**config.mk**
```make
export PLATFORM = sky130hd
export DESIGN_NAME = div_sequencer
export DESIGN_NICKNAME = d
export VERILOG_FILES = /design/src/rtl/div_sequencer_pkg.sv /design/src/rtl/div_step.sv /design/src/rtl/div_sequencer.sv
export SDC_FILE = /design/constraint.sdc
export NUM_CORES = 1
export LEC_CHECK = 0
export ABC_AREA = 1
export CAP_MARGIN = 0
export CORE_MARGIN = 2
export CORE_UTILIZATION = 45
export DETAILED_ROUTE_END_ITERATION = 6
export PLACE_DENSITY = 0.66
export SYNTH_ARGS = -nofsm -noshare
export SYNTH_HDL_FRONTEND = slang
export SYNTH_SLANG_ARGS = --single-unit
```
**constraint.sdc**
```tcl
create_clock -name clk -period 5.2 [get_ports clk]
set_clock_uncertainty 0.1 [all_clocks]
set_input_delay 0.52 -clock clk [delete_from_list [all_inputs] [get_ports clk]]
set_output_delay 0.52 -clock clk [all_outputs]
set_load 0.005 [all_outputs]
```
**src/rtl/div_sequencer_pkg.sv**
```systemverilog
// Shared pipeline definitions for the execute-stage divide sequencer.
// Holds the state encoding, the default datapath width and its iteration
// count, and the fixed LO value produced by a divide by zero.
package div_sequencer_pkg;

    localparam int DIV_WIDTH  = 32;
    localparam int DIV_CYCLES = DIV_WIDTH;

    typedef enum logic [1:0] {
        IDLE = 2'b00,
        BUSY = 2'b01,
        DONE = 2'b10
    } div_state_t;

    // LO for a zero divisor: all ones regardless of DIV/DIVU.
    localparam logic [DIV_WIDTH-1:0] DIVZ_LO = '1;

endpackage

```
**src/rtl/div_step.sv**
```systemverilog
// One combinational restoring-division iteration.
// Ports:
//   i_rem, i_quo : current partial remainder / quotient (dividend bits shift out of quo)
//   i_div        : divisor magnitude
//   o_rem, o_quo : pair after shift-left-by-one and conditional subtract
module div_step
    import div_sequencer_pkg::*;
#(
    parameter int WIDTH = DIV_WIDTH
) (
    input  logic [WIDTH-1:0] i_rem,
    input  logic [WIDTH-1:0] i_quo,
    input  logic [WIDTH-1:0] i_div,
    output logic [WIDTH-1:0] o_rem,
    output logic [WIDTH-1:0] o_quo
);

    // The shifted remainder needs one extra bit: rem < div can be close to
    // 2^WIDTH, so rem<<1 may overflow WIDTH bits.
    logic [WIDTH:0]   w_sh;
    logic [WIDTH-1:0] w_diff;
    logic             w_ge;

    assign w_sh   = {i_rem, i_quo[WIDTH-1]};
    assign w_ge   = (w_sh >= {1'b0, i_div});
    // When w_ge holds the true difference is below 2^WIDTH, so the modular
    // low-bit subtraction is exact.
    assign w_diff = w_sh[WIDTH-1:0] - i_div;

    assign o_rem = w_ge ? w_diff : w_sh[WIDTH-1:0];
    assign o_quo = {i_quo[WIDTH-2:0], w_ge};

endmodule

```
**src/rtl/div_sequencer.sv**
```systemverilog
// Multi-cycle DIV/DIVU sequencer for the E stage.
// Ports:
//   clk, rst            : clock, synchronous active-high reset
//   startE, signedE     : DIV/DIVU in E, signed mode
//   opaE, opbE          : dividend / divisor, captured in IDLE
//   annulE, holdE       : E flush (abort), external E stall
//   stall_divE          : stall request to the hazard unit (combinational)
//   readyE, hiE, loE    : result valid, remainder, quotient (registered)
module div_sequencer
    import div_sequencer_pkg::*;
#(
    parameter int WIDTH = DIV_WIDTH
) (
    input  logic             clk,
    input  logic             rst,
    input  logic             startE,
    input  logic             signedE,
    input  logic [WIDTH-1:0] opaE,
    input  logic [WIDTH-1:0] opbE,
    input  logic             annulE,
    input  logic             holdE,
    output logic             stall_divE,
    output logic             readyE,
    output logic [WIDTH-1:0] hiE,
    output logic [WIDTH-1:0] loE
);

    localparam int            CW   = $clog2(WIDTH);
    localparam logic [CW-1:0] LAST = CW'(WIDTH - 1);

    div_state_t       r_state;
    logic [CW-1:0]    r_cnt;
    logic [WIDTH-1:0] r_rem, r_quo, r_div;
    logic             r_neg_q, r_neg_r;
    logic             r_ready;
    logic [WIDTH-1:0] r_hi, r_lo;

    logic             w_a_neg, w_b_neg;
    logic [WIDTH-1:0] w_a_mag, w_b_mag;
    logic [WIDTH-1:0] w_rem_n, w_quo_n;
    logic [WIDTH-1:0] w_hi_fix, w_lo_fix;

    // Magnitudes on capture; DIVU operands pass through untouched.
    assign w_a_neg = signedE & opaE[WIDTH-1];
    assign w_b_neg = signedE & opbE[WIDTH-1];
    assign w_a_mag = w_a_neg ? -opaE : opaE;
    assign w_b_mag = w_b_neg ? -opbE : opbE;

    div_step #(.WIDTH(WIDTH)) u_step (
        .i_rem (r_rem),
        .i_quo (r_quo),
        .i_div (r_div),
        .o_rem (w_rem_n),
        .o_quo (w_quo_n)
    );

    // Sign fixup applied to the final step's output. 0x80000000 / -1 wraps
    // back to 0x80000000 naturally through the two's-complement negate.
    assign w_lo_fix = r_neg_q ? -w_quo_n : w_quo_n;
    assign w_hi_fix = r_neg_r ? -w_rem_n : w_rem_n;

    // Not stalled in DONE, so the instruction leaves E in the ready cycle.
    assign stall_divE = startE & ~annulE & (r_state != DONE);
    assign readyE     = r_ready;
    assign hiE        = r_hi;
    assign loE        = r_lo;

    always_ff @(posedge clk) begin
        if (rst) begin
            r_state <= IDLE;
            r_cnt   <= '0;
            r_rem   <= '0;
            r_quo   <= '0;
            r_div   <= '0;
            r_neg_q <= 1'b0;
            r_neg_r <= 1'b0;
            r_ready <= 1'b0;
            r_hi    <= '0;
            r_lo    <= '0;
        end else begin
            case (r_state)
                IDLE: begin
                    if (startE && !annulE) begin
                        if (opbE == '0) begin
                            r_state <= DONE;
                            r_ready <= 1'b1;
                            r_lo    <= DIVZ_LO[WIDTH-1:0];
                            r_hi    <= opaE;
                        end else begin
                            r_state <= BUSY;
                            r_cnt   <= '0;
                            r_rem   <= '0;
                            r_quo   <= w_a_mag;
                            r_div   <= w_b_mag;
                            r_neg_q <= w_a_neg ^ w_b_neg;
                            r_neg_r <= w_a_neg;
                        end
                    end
                end
                BUSY: begin
                    if (annulE) begin
                        r_state <= IDLE;
                    end else begin
                        r_rem <= w_rem_n;
                        r_quo <= w_quo_n;
                        r_cnt <= r_cnt + CW'(1);
                        if (r_cnt == LAST) begin
                            r_state <= DONE;
                            r_ready <= 1'b1;
                            r_lo    <= w_lo_fix;
                            r_hi    <= w_hi_fix;
                        end
                    end
                end
                DONE: begin
                    if (annulE || !holdE) begin
                        r_state <= IDLE;
                        r_ready <= 1'b0;
                    end
                end
                default: begin
                    r_state <= IDLE;
                    r_ready <= 1'b0;
                end
            endcase
        end
    end

endmodule
```
==> results of run 1 <==
metrics by stage:
step / instance area, µm² / hold slack, ns
6_report: 15000 / 0.341
5_1_grt: 15000 / 0.353
4_1_cts: 15000 / 0.325
3_5_place_dp: 14400 / 0.354
3_3_place_gp: 14400 / 0.344
2_1_floorplan: 12800 / 0.330
logic make-up after synthesis:
family                   Yosys count
multiplexers                       3
XOR/XNOR                          55
buffers and inverters            367
AND/OR/NAND/NOR                 1033
adder cells (fa/ha/maj)           39
AO/OA/AOI/OAI                    450
flip-flops                       170
cell usage in the layout (no fill, tap or decap), drive strengths merged, types with 2 or more instances in the layout:
cell / count
a211oi: 12
a21oi: 183
a31oi: 28
and2: 3
buf: 22
bufinv: 3
clkbuf: 21
clkdlybuf4s50: 134
clkinv: 7
dfxtp: 170
ha: 38
inv: 278
mux2i: 2
nand2: 606
nand3: 138
nand3b: 17
nand4: 28
nor2: 190
nor3: 34
nor4: 6
o211a: 2
o211ai: 16
o21ai: 189
o21bai: 5
o221ai: 2
o311ai: 2
o31ai: 6
or2: 10
xnor2: 15
xor2: 40
state kept, by name (all words and copies together), names as in the netlist:
| name | count |
|---|---|
| loE | 32 |
| r_cnt | 5 |
| readyE | 1 |
| r_div | 32 |
| r_neg_q | 1 |
| r_quo | 32 |
| r_state | 2 |
| hiE | 32 |
| r_neg_r | 1 |
| r_rem | 32 |
routing by layer:
| layer | part of all wire | vias up | wire [µm] | GRT usage |
|---|---|---|---|---|
| li1 | - | 7072 | - | - |
| met1 | 0.47 | 6566 | 20600 | 0.417 |
| met5 | 0 | - | 0 | 0 |
| met4 | 0.023 | 0 | 999 | 0.0912 |
| met3 | 0.069 | 63 | 3060 | 0.0431 |
| met2 | 0.44 | 495 | 19500 | 0.465 |
report_power, final:
| group | switching, mW | internal, mW | leakage [nW] |
|---|---|---|---|
| clock | 0.560 | 0.772 | 0.285 |
| combinational | 0.783 | 0.394 | 5.15 |
| sequential | 0.0557 | 1.38 | 1.39 |
| total | 1.40 | 2.54 | 6.82 |
worst max path at each step:
stage | slack, ns | endpoint | cells after the start | startpoint
3_5_place_dp | 0.44 | loE[30] | 23 | r_rem[14]
3_3_place_gp | 0.61 | loE[30] | 24 | r_div[8]
6_report | 0.69 | loE[30] | 23 | r_rem[14]
4_1_cts | 0.44 | loE[30] | 24 | r_div[15]
5_1_grt | 0.13 | loE[30] | 24 | r_div[8]
2_1_floorplan | 1.52 | loE[30] | 25 | r_div[3]
tightest hold or removal path: cells and delay by family:
kind            cells  cell delay (ns)
compound gates      1             0.04
buf+inv             2             0.17
simple gates        1             0.11
layout make-up:
class | instances | area (µm²) | share of cell area
multi-input cells | 1580 | 7990 | 0.532
flip-flops and latches | 170 | 3400 | 0.227
repair buffers | 156 | 1500 | 0.100
inverters | 281 | 1050 | 0.0703
well taps | 378 | 473 | 0.0315
clock buffers | 21 | 460 | 0.0307
clock inverters | 8 | 121 | 0.00809
diodes | 1 | 2.50 | 0.000167
==> results.ini, run 1 <==
[floorplan]
rows = 61
initial_core_util = 0.459
die_area_um2 = 29800
dieWidth_um = 173
coreArea_um2 = 27900
ioPinCount = 136
die_h_um = 173

[grt]
grt_overflow = 0
grt_pass1_wl_um = 70800
antenna_found_initial = 1
grt_use_total = 0.296
grt_max_degree = 79
grt_pass1_vias = 13100

[yosys]
ys.flop_type = dfxtp_1
ys_seq_elements = 170
synth_xor_area_frac = 0.0376
yosysTopAreaCell = dfxtp_1
synthesis.nets = 2226
synth_compound_gate_area_share = 0.192
netlist_instances = 2117
synth.most_common_cell = nand2_1
synthesis.area_um2 = 12800
synth.area.mux_share = 0.00244
synth_top_family_by_area = simple AND/OR/NAND/NOR gates
synth_area_leaders = dfxtp_1, nand2_1, inv_1
synthAdderAreaFrac = 0.0387
synthArstFlopShare = 0
synth_edf_count = 0
netlist_top_cells_count = nand2_1, inv_1, a21oi_1, o21ai_0, dfxtp_1
seq_area_frac_synth = 0.266
ys_warn_count = 0
yosys.area.top_type_share = 0.266
yosys.area_share.simple = 0.352
syn_avg_cell_area_um2 = 6.04
ys_types = 53

[setup_path]
cp.buffers_inverters = 4
r2r_setup_slack_ns = 0.69
crit_chain = ha_1 -> nand2_1 -> inv_1 -> nand2_1 -> nand2_1 -> inv_1 -> nand2_1 -> inv_1 -> nand2_4 -> nand2_4 -> nand2_4 -> inv_2 -> ha_1 -> nand3_1 -> nor2_1 -> nand3_1 -> nor3_2 -> nand4_1 -> nor3_2 -> nand4_1 -> o31ai_1 -> xor2_1 -> a21oi_1
endpoint_kind = register
cp.required_ns = 5.43
cp.arrival_ns = 4.74
cp_top_family = simple AND/OR/NAND/NOR gates
critPathKind = reg -> reg
r2r_end = loE[30]
r2r-start = r_rem[14]
cp_max_fo = 25
crit_slowest_cell = ha_1
crit_path_frequent_cell = nand2_1
r2r_cells = 23
critical-path-max-stage-delay_ns = 0.41
crit_path_start_kind = register

[power_and_ir_drop]
total_power_mw = 3.94
leakage_nw = 6.82
power_per_cell_area_nw_per_um2 = 262
worst_ir_drop_vdd_mv = 0.211

[timing]
rsz0062_at_grt = no
slew_headroom = 0.380
hold_viol_final = 0
finalWorstSetupSlack_ns = 0.692
tns_ns = 0
finalCritPeriodShare = 0.867
finalSetupViolations = 0
drv_slew = 0
post-route-min-period_ns = 4.51
fmax_mhz = 222
tightest_slew_ns = 0.930

[worst_hold_path]
hold_depth = 4
hp-class = in -> reg
worstHoldStart = rst
min_to = r_div[17]

[place]
dp_hpwl_um = 33700
place.gp.congestion = 0.998
io_buffers = 135
pre_cts_slack_ns = 0.442
dp_cells = 2565

[clock_tree]
cts_setup_buffers = 0
tritoncts = built
clock-sinks = 170
cts-root-buf = clkbuf_16
h-tree-depth = 4
clockBufferDepth = 2
numCtsBuffers = 17
clock_latency_ns = 0.45
ctsHoldBuffers = 0
path_clk_slew_ns = 0.07
post_cts_resized = 0

[layout]
post-route-util = 0.539
syn2layout_area_growth_pct = 17.3
final_nets = 2315
fin_cells = 2595
drive_above_1_share = 0.0654
n_fill_cell = 2854

[route]
first_pass_iters = 6
routed_wl_um = 44200
viasPerCell = 5.47
ant_nets = 0
drc = 0
vias = 14200
drt-initial-drc-count = 1332
detail_route.wl_per_cell_um = 17.0

[outcome]
status = complete, no violations

[job]
max_cap_violations = 0

(Power assumes the default switching activity.)
==> run 2: changes to the inputs <==
--- a/config.mk
+++ b/config.mk
@@ -8,9 +8,9 @@
 export ABC_AREA = 1
 export CAP_MARGIN = 0
 export CORE_MARGIN = 2
-export CORE_UTILIZATION = 45
+export CORE_UTILIZATION = 58
 export DETAILED_ROUTE_END_ITERATION = 6
-export PLACE_DENSITY = 0.66
+export PLACE_DENSITY = 0.81
 export SYNTH_ARGS = -nofsm -noshare
 export SYNTH_HDL_FRONTEND = slang
 export SYNTH_SLANG_ARGS = --single-unit
==> results.ini, run 2 (synthesis results as in run 1) <==
[layout]
antennaDiodeCount = 0  ; was 1
final_nets = 2312  ; was 2,315
syn2layout_area_growth_pct = 16.4  ; was 17.3%
final_cell_mix = nand2_1, inv_1, a21oi_1  ; unchanged
drive_above_1_share = 0.0659  ; was 0.0654
fin_cells = 2496  ; was 2,595
n_fill_cell = 2026  ; was 2,854
layout_commonest_cell = nand2_1  ; unchanged
post-route-util = 0.684  ; was 0.539

[timing]
tightest_slew_ns = 0.886  ; was 0.930 ns
finalSetupViolations = 0  ; unchanged
slew_headroom = 0.409  ; was 0.380
finalCritPeriodShare = 0.851  ; was 0.867
fmax_mhz = 226  ; was 222 MHz
post-route-min-period_ns = 4.42  ; was 4.51 ns
finalWorstSetupSlack_ns = 0.777  ; was 0.692 ns
rsz0062_at_grt = no  ; unchanged
drv_slew = 0  ; unchanged
hold_viol_final = 0  ; unchanged
tns_ns = 0  ; unchanged

[setup_path]
critPathKind = reg -> reg  ; unchanged
r2r-start = r_div[8]  ; was r_rem[14]
endpoint_kind = register  ; unchanged
cp-startpoint = r_div[8]  ; was r_rem[14]
cp_max_fo = 25  ; unchanged
crit_path_start_kind = register  ; unchanged
cp.required_ns = 5.43  ; about the same
cp.arrival_ns = 4.65  ; was 4.74 ns

[route]
viasPerCell = 5.74  ; was 5.47
routed.top_layer = met4  ; unchanged
wl_met1_um = 18900  ; was 20,600 µm
wl_met3_um = 3900  ; was 3060 µm
detail_route.wl_per_cell_um = 17.1  ; was 17.0 µm
drt-initial-drc-count = 1355  ; was 1,332
routed_wl_um = 42800  ; was 44,200 µm
dr_wl_met2_um = 18700  ; was 19,500 µm
vias = 14300  ; was 14,200
ant_nets = 0  ; unchanged
drc = 0  ; unchanged
first_pass_iters = 6  ; unchanged

[power_and_ir_drop]
leakage_nw = 6.81  ; was 6.82 nW
worst_ir_drop_vdd_mv = 0.193  ; was 0.211 mV
intPower_mw = 2.46  ; was 2.54 mW
swShare = 0.374  ; was 0.355
power_per_cell_area_nw_per_um2 = 264  ; was 262 nW/µm²
p_switching_mw = 1.47  ; was 1.40 mW
p_clk_frac = 0.336  ; was 0.338
p_comb_frac = 0.300  ; was 0.299
p_seq_frac = 0.365  ; was 0.363

[clock_tree]
clock-sinks = 170  ; unchanged
clockBufferDepth = 2  ; unchanged
tritoncts = built  ; unchanged
ctsHoldBuffers = 0  ; unchanged
numCtsBuffers = 17  ; unchanged
path_clk_slew_ns = 0.08  ; was 0.07 ns
cts-root-buf = clkbuf_16  ; unchanged
cts_setup_buffers = 0  ; unchanged
clock_latency_ns = 0.44  ; was 0.45 ns
h-tree-depth = 4  ; unchanged
post_cts_resized = 0  ; unchanged

[grt]
antenna_found_initial = 0  ; was 1
grt_pass1_vias = 13100  ; about the same
grt_use_total = 0.360  ; was 0.296
grt_overflow = 0  ; unchanged
grt_pass1_wl_um = 67500  ; was 70,800 µm
grt_max_degree = 79  ; unchanged

[floorplan]
dieWidth_um = 153  ; was 173 µm
die_h_um = 153  ; was 173 µm
die_area_um2 = 23300  ; was 29,800 µm²
coreArea_um2 = 21800  ; was 27,900 µm²
rows = 54  ; was 61
ioPinCount = 136  ; unchanged
initial_core_util = 0.588  ; was 0.459

[place]
place.gp.congestion = 1.03  ; was 0.998
pre_cts_slack_ns = 0.748  ; was 0.442 ns
dp_cells = 2464  ; was 2,565
io_buffers = 135  ; unchanged
dp_hpwl_um = 32800  ; was 33,700 µm

[job]
max_cap_violations = 0  ; unchanged

[outcome]
status = complete, no violations  ; unchanged

[worst_hold_path]
worstHoldStart = loE[17]  ; was rst
hp-class = reg -> reg  ; was in -> reg

## run 2: changes by cell type in the layout (fill, tap and decap cells not counted), sizes merged
cell	before	now
diode	1	0
inv	278	286
clkinv	7	6
clkbuf	21	17
buf	22	19
bufinv	3	1
clkinvlp	1	3
## run 2: metal layers
layer,vias to the layer above,track usage
li1,7080,-
met1,6507,0.491
met2,645,0.572
met3,90,0.0700
met4,0,0.123
met5,-,0
## run 2: final timing paths
kind	to	slack, ns	cells after the start
worst max-delay path	loE[30]	0.78	24
worst min register to register	loE[17]	0.37	2
worst min-delay path	loE[17]	0.37	2
worst max register to register	loE[30]	0.78	24
## run 2: worst max-delay path, stage by stage, from the launching register on
cell and delay, ns:
dfxtp_1 0.33, inv_1 0.04, ha_1 0.33, nand2_1 0.13, inv_1 0.05, nand2_1 0.05
nand2_1 0.06, inv_1 0.06, nand3_2 0.12, nand2_2 0.12, nand2_4 0.06, nand2_4 0.25
nand2_4 0.08, inv_2 0.14, ha_1 0.21, nand3_1 0.15, nor2_1 0.20, nand3_1 0.13
nor3_1 0.41, nand4_1 0.25, nor3_2 0.26, nand4_1 0.20, o31ai_1 0.28, xor2_1 0.18
a21oi_1 0.08
## run 2: final cells by class
class                   instances  area [µm²]  area share
multi-input cells            1580        7990       0.536
flip-flops and latches        170        3400       0.229
repair buffers                153        1490       0.100
inverters                     281        1050      0.0708
clock buffers                  17         425      0.0286
well taps                     280         350      0.0235
clock inverters                15         175      0.0118
## run 2: power groups by stage
stage               clock [mW]  sequential, mW  combinational (mW)
detailed placement           0            1.46                1.14
global placement             0            1.46                1.13
floorplan                    0            1.45               0.767
finish                    1.32            1.43                1.18
CTS                       1.33            1.43                1.15
global route              1.37            1.44                1.30
## run 2: per-stage QoR
step,hold slack (ns),instance area [µm²],power (mW)
2_1_floorplan,0.330,12800,2.21
3_3_place_gp,0.344,14300,2.58
3_5_place_dp,0.356,14300,2.60
4_1_cts,0.365,14900,3.90
5_1_grt,0.392,14900,4.11
6_report,0.367,14900,3.92
